File: src/rtl/branch_predict_ctrl.sv
// Branch predictor and misprediction recovery for a 5-stage RISC-V pipeline:
// 2-bit BHT predict at IF, resolve/train at EX, redirect plus timed flush.
module branch_predict_ctrl #(
    parameter int PC_WIDTH     = 32,
    parameter int INST_WIDTH   = 32,
    parameter int BHT_IDX_W    = 4,
    parameter int FLUSH_CYCLES = 2,
    parameter int CNT_W        = 16
) (
    input  logic                  clk,
    input  logic                  rst,
    input  logic                  stall,
    input  logic [PC_WIDTH-1:0]   if_pc,
    input  logic [INST_WIDTH-1:0] if_ir,
    output logic                  if_branch_predict,
    input  logic [INST_WIDTH-1:0] idex_ir,
    input  logic [PC_WIDTH-1:0]   idex_pc,
    input  logic [PC_WIDTH-1:0]   idex_target,
    input  logic                  branch_eq_flag,
    output logic                  idex_branch_decision,
    output logic                  redirect_valid,
    output logic [PC_WIDTH-1:0]   redirect_pc,
    output logic                  flush,
    output logic [CNT_W-1:0]      branch_cnt,
    output logic [CNT_W-1:0]      mispredict_cnt
);
    localparam int         ENTRIES   = 1 << BHT_IDX_W;
    localparam logic [6:0] OP_BRANCH = 7'b1100011;

    typedef enum logic {RUN, FLUSH} state_t;

    state_t               state, state_nxt;
    logic [2:0]           fcnt, fcnt_nxt;
    logic [1:0]           bht [ENTRIES];
    logic                 ifid_pred;
    logic                 resolve, taken, mispredict;
    logic [BHT_IDX_W-1:0] if_idx, ex_idx;

    assign if_idx            = if_pc[BHT_IDX_W+1:2];
    assign ex_idx            = idex_pc[BHT_IDX_W+1:2];
    assign if_branch_predict = (if_ir[6:0] == OP_BRANCH) ? bht[if_idx][1] : 1'b0;

    // Branches reaching EX while flushing are wrong-path and never resolve.
    assign resolve    = (state == RUN) && !stall && (idex_ir[6:0] == OP_BRANCH);
    assign taken      = branch_eq_flag ^ idex_ir[12];
    assign mispredict = taken != idex_branch_decision;
    assign flush      = (state == FLUSH);

    always_ff @(posedge clk or posedge rst) begin
        if (rst) begin
            for (int i = 0; i < ENTRIES; i++) bht[i] <= 2'b01;
        end else if (resolve) begin
            if (taken && bht[ex_idx] != 2'b11)
                bht[ex_idx] <= bht[ex_idx] + 2'd1;
            else if (!taken && bht[ex_idx] != 2'b00)
                bht[ex_idx] <= bht[ex_idx] - 2'd1;
        end
    end

    always_ff @(posedge clk or posedge rst) begin
        if (rst) begin
            ifid_pred            <= 1'b0;
            idex_branch_decision <= 1'b0;
        end else if (flush) begin
            ifid_pred            <= 1'b0;
            idex_branch_decision <= 1'b0;
        end else if (!stall) begin
            ifid_pred            <= if_branch_predict;
            idex_branch_decision <= ifid_pred;
        end
    end

    always_ff @(posedge clk or posedge rst) begin
        if (rst) begin
            redirect_valid <= 1'b0;
            redirect_pc    <= '0;
            branch_cnt     <= '0;
            mispredict_cnt <= '0;
        end else begin
            redirect_valid <= resolve && mispredict;
            if (resolve) begin
                if (branch_cnt != '1) branch_cnt <= branch_cnt + CNT_W'(1);
                if (mispredict) begin
                    if (mispredict_cnt != '1) mispredict_cnt <= mispredict_cnt + CNT_W'(1);
                    redirect_pc <= taken ? idex_target : idex_pc + PC_WIDTH'(4);
                end
            end
        end
    end

    always_ff @(posedge clk or posedge rst) begin
        if (rst) begin
            state <= RUN;
            fcnt  <= 3'd0;
        end else begin
            state <= state_nxt;
            fcnt  <= fcnt_nxt;
        end
    end

    // Flush lasts FLUSH_CYCLES cycles and ignores stall.
    always_comb begin
        state_nxt = state;
        fcnt_nxt  = fcnt;
        case (state)
            RUN: if (resolve && mispredict) begin
                state_nxt = FLUSH;
                fcnt_nxt  = 3'(FLUSH_CYCLES - 1);
            end
            FLUSH: if (fcnt == 3'd0) state_nxt = RUN;
                   else fcnt_nxt = fcnt - 3'd1;
            default: state_nxt = RUN;
        endcase
    end
endmodule

File: config.mk
export PLATFORM = sky130hd
export DESIGN_NAME = branch_predict_ctrl
export DESIGN_NICKNAME = d
export VERILOG_FILES = /design/src/rtl/branch_predict_ctrl.sv
export SDC_FILE = /design/constraint.sdc
export NUM_CORES = 1
export LEC_CHECK = 0
export ABC_AREA = 1
export BUFFER_PORTS_ARGS = -buffer_cell sky130_fd_sc_hd__buf_2
export CORE_UTILIZATION = 35
export CTS_CLUSTER_SIZE = 10
export DETAILED_ROUTE_END_ITERATION = 7
export PLACE_DENSITY = 0.65
export SLEW_MARGIN = 20
export SYNTH_ARGS = -nofsm -noshare
export SYNTH_HDL_FRONTEND = slang
export SYNTH_SLANG_ARGS = --single-unit
export TNS_END_PERCENT = 50
File: constraint.sdc
create_clock -name clk -period 4.8 [get_ports clk]
set_input_delay 0.48 -clock clk [delete_from_list [all_inputs] [get_ports clk]]
set_output_delay 0.48 -clock clk [all_outputs]
set_load 0.05 [all_outputs]
==> flow_summary.rst <==
.. list-table::
   :header-rows: 1

   * - Metric
     - Value
   * - Final weighted congestion in routability-driven placement
     - 0.919
   * - Data arrival, critical path
     - 3.20 ns
   * - Count of H-tree levels built during CTS
     - 3
   * - Final routed DRC violation total
     - 0
   * - Count of vias placed by the detailed router
     - 6,775
   * - Max-cap viol count
     - 0
   * - Total routing resource utilization after global routing
     - 0.193
   * - Mean Syn Cell Area
     - 6.77 um2
   * - Final Cycle Share
     - 0.605
   * - Sum of overflow across all layers after global routing
     - 0
   * - Class of the worst hold path
     - in2async
   * - CP startpoint
     - idex_pc[2]
   * - Area of the die
     - 20,400 um2
   * - Most frequent cells after synthesis
     - 401 x sky130_fd_sc_hd__nand2_1, 137 x sky130_fd_sc_hd__nor2_1, 89 x sky130_fd_sc_hd__inv_1, 87 x sky130_fd_sc_hd__dfrtp_1, 50 x sky130_fd_sc_hd__nand3_1
   * - Hold Buf Count CTS
     - 0
   * - Post-synthesis cell count
     - 1,025
   * - Minimum clock period
     - 2.90 ns
   * - Highest clock rate
     - 0.345 GHz
   * - Clock Root Buffer
     - sky130_fd_sc_hd__clkbuf_16
   * - Later-pin clock latency in the skew report
     - 0.36 ns
   * - Count of state elements after synthesis
     - 103
   * - Slew Viols, Final
     - 0
   * - Largest net degree at the start of global routing
     - 62
   * - Crit-path leading delay family
     - simple AND/OR/NAND/NOR gates
   * - Least-Margin Pin Slew
     - 0.763 ns
   * - Clock-pin slew on the worst setup and hold paths
     - 0.09 ns
   * - Leakage
     - 0.00435 uW
   * - Floorplan die width
     - 143 um
   * - Warnings from Yosys
     - 0
   * - Total routed wirelength
     - 19.0 mm
   * - Pre-Repair DR Iteration Count
     - 6
   * - Kind of critical path
     - in2reg
   * - Prevailing post-synth register cell
     - sky130_fd_sc_hd__dfrtp_1
   * - TritonCTS Sinks
     - 103
   * - Post-synthesis to final-layout area growth
     - 18.4%
   * - CTS-repair resized insts
     - 0
   * - Share of flip-flops with an asynchronous set or reset after synthesis
     - 1.00
   * - HPWL after detailed placement
     - 14.2 mm
   * - Chip height
     - 143 um
   * - Number of buffers added by the clock tree synthesis step
     - 9
   * - Cell types with the largest area share after synthesis
     - sky130_fd_sc_hd__dfrtp_1 31%, sky130_fd_sc_hd__nand2_1 22%, sky130_fd_sc_hd__nor2_1 7.4%
   * - First-pass GRT wire length
     - 31.0 mm
   * - Fraction of post-synthesis cell area in the top cell type by area
     - 0.314
   * - Cells along the critical path
     - buf_2, inv_6, o21ai_0, nand2_1, nand2_1, nand2_1, nor2_4, inv_1, ha_1, inv_1, nand2_2, o21ai_4, nand2_1, inv_2, nand2_1, inv_1, nand2_1, nand2_1
   * - CP max stage cell
     - sky130_fd_sc_hd__buf_2
   * - Yosys top cell by area
     - sky130_fd_sc_hd__dfrtp_1
   * - Count leader, synth
     - sky130_fd_sc_hd__nand2_1
   * - Bufs and invs on worst path
     - 6
   * - Worst VDD drop
     - 0.135 mV
   * - Register-to-register path setup slack
     - 2.23 ns
   * - Cell type with the highest occurrence count on the critical path
     - sky130_fd_sc_hd__nand2_1
   * - Setup bufs post-CTS
     - 0
   * - Final setup fails
     - 0
   * - Synthesized Nets
     - 1,199
   * - Sequential element share of the synthesized area
     - 0.374
   * - Number of synthesized flops with an enable pin
     - 0
   * - Crit path launch type
     - input pin
   * - Kind of end point of the critical path
     - register
   * - Power per standard cell area
     - 256 nW/um2
   * - Largest stage delay on the critical path
     - 0.40 ns
   * - Via density
     - 4.71
   * - Max-slew headroom
     - 0.491
   * - Core footprint
     - 19,500 um2
   * - Overall power after layout
     - 2100 uW
   * - Sum of negative setup slack
     - 0 ns
   * - Initial standard-cell utilization of the core
     - 0.357
   * - Data required, critical path
     - 5.10 ns
   * - Critical path depth
     - 18
   * - Via count of the first global-routing pass
     - 6,315
   * - Fraction of layout instances using a drive strength above 1
     - 0.203
   * - Number of core rows
     - 51
   * - First-iteration detailed-routing DRC count
     - 391
   * - Clock tree skew after final layout
     - 0.0151 ns
   * - Biggest fanout along the worst timing path
     - 21
   * - TritonCTS clock tree
     - done
   * - Number of antenna violations at the first check in global routing
     - 3
   * - Number of hold-slack violations in the final timing report
     - 0
   * - Net count, final
     - 1,342
   * - Number of ports placed on the die boundary
     - 232
   * - Number of antenna-violating nets in the routed design
     - 0
   * - WL per Instance
     - 13.2 um
   * - Number of buffers on the longest clock path
     - 2
   * - Post-Syn Area
     - 6940 um2
   * - Unrepaired setup endpoints after global routing
     - no
   * - Count of distinct cell types in the synthesized netlist
     - 44
   * - Final core utilization
     - 0.422
   * - Number of buffers inserted by port buffering
     - 154
   * - Worst r2r path cells
     - 18
   * - Result of the run
     - completed
## cells in the final DEF (no fill, tap or decap), types with 16 or more instances in the layout
master                       n
sky130_fd_sc_hd__inv_1      88
sky130_fd_sc_hd__dfrtp_1    87
sky130_fd_sc_hd__o21ai_0    42
sky130_fd_sc_hd__nand2_1   401
sky130_fd_sc_hd__nand3_1    50
sky130_fd_sc_hd__xor2_1     27
sky130_fd_sc_hd__nand3b_1   16
sky130_fd_sc_hd__dfstp_2    16
sky130_fd_sc_hd__nor2_1    137
sky130_fd_sc_hd__buf_2     154
sky130_fd_sc_hd__nand4_1    20
## where the power goes
part	internal [uW]	switching, uW	total [uW]
logic	110	275	384
clock network	424	378	802
registers	895	19.7	914
total	1430	672	2100
## metal layers
metal | vias to the layer above | GRT usage | routed length (um)
li1 | 3489 | - | -
met1 | 3075 | 0.254 | 8850
met2 | 185 | 0.324 | 8790
met3 | 22 | 0.0288 | 992
met4 | 4 | 0.0611 | 312
met5 | - | 0 | 27
## how the worst min path moves through the flow
stage	from	end	slack, ns	cells past startpoint
4_1_cts	rst	branch_cnt[15]	0.28	2
3_5_place_dp	register	register	0.46	2
6_report	rst	branch_cnt[5]	0.26	2
3_3_place_gp	ifid_pred	idex_branch_decision	0.45	2
5_1_grt	rst	branch_cnt[15]	0.32	2
2_1_floorplan	ifid_pred	idex_branch_decision	0.44	2
## stage by stage
step	std cells	setup WS [ns]	area (um2)	hold WS (ns)
2_1_floorplan	1025	1.64	6940	0.443
3_3_place_gp	1422	1.56	7890	0.445
3_5_place_dp	1422	1.55	7890	0.456
4_1_cts	1438	1.92	8210	0.278
5_1_grt	1439	1.52	8220	0.322
6_report	1439	1.90	8220	0.255
## cell families (layout without fill, tap and decap cells)
group                      after synthesis  in the layout  share of synthesized area
DFF                                    103            103                      0.374
buffers and inverters                  125            273                     0.0811
other                                    0              1                          0
xor gates and xnor gates                37             37                     0.0478
and+or+nand+nor                        674            674                      0.417
muxes                                    4              4                    0.00577
AOI/OAI and AO/OA                       72             72                     0.0557
adders and majority gates               10             10                     0.0180
## area by class of cell
cell class | count | area, um2
Fill cell | 2050 | 11200
Inverter | 99 | 382
Clock buffer | 9 | 225
Timing Repair Buffer | 158 | 801
Antenna cell | 1 | 2.50
Sequential cell | 103 | 2600
Tap cell | 265 | 332
Clock inverter | 7 | 97.6
Multi-Input combinational cell | 797 | 3780
No activity file was read; power rests on OpenSTA's default activity.
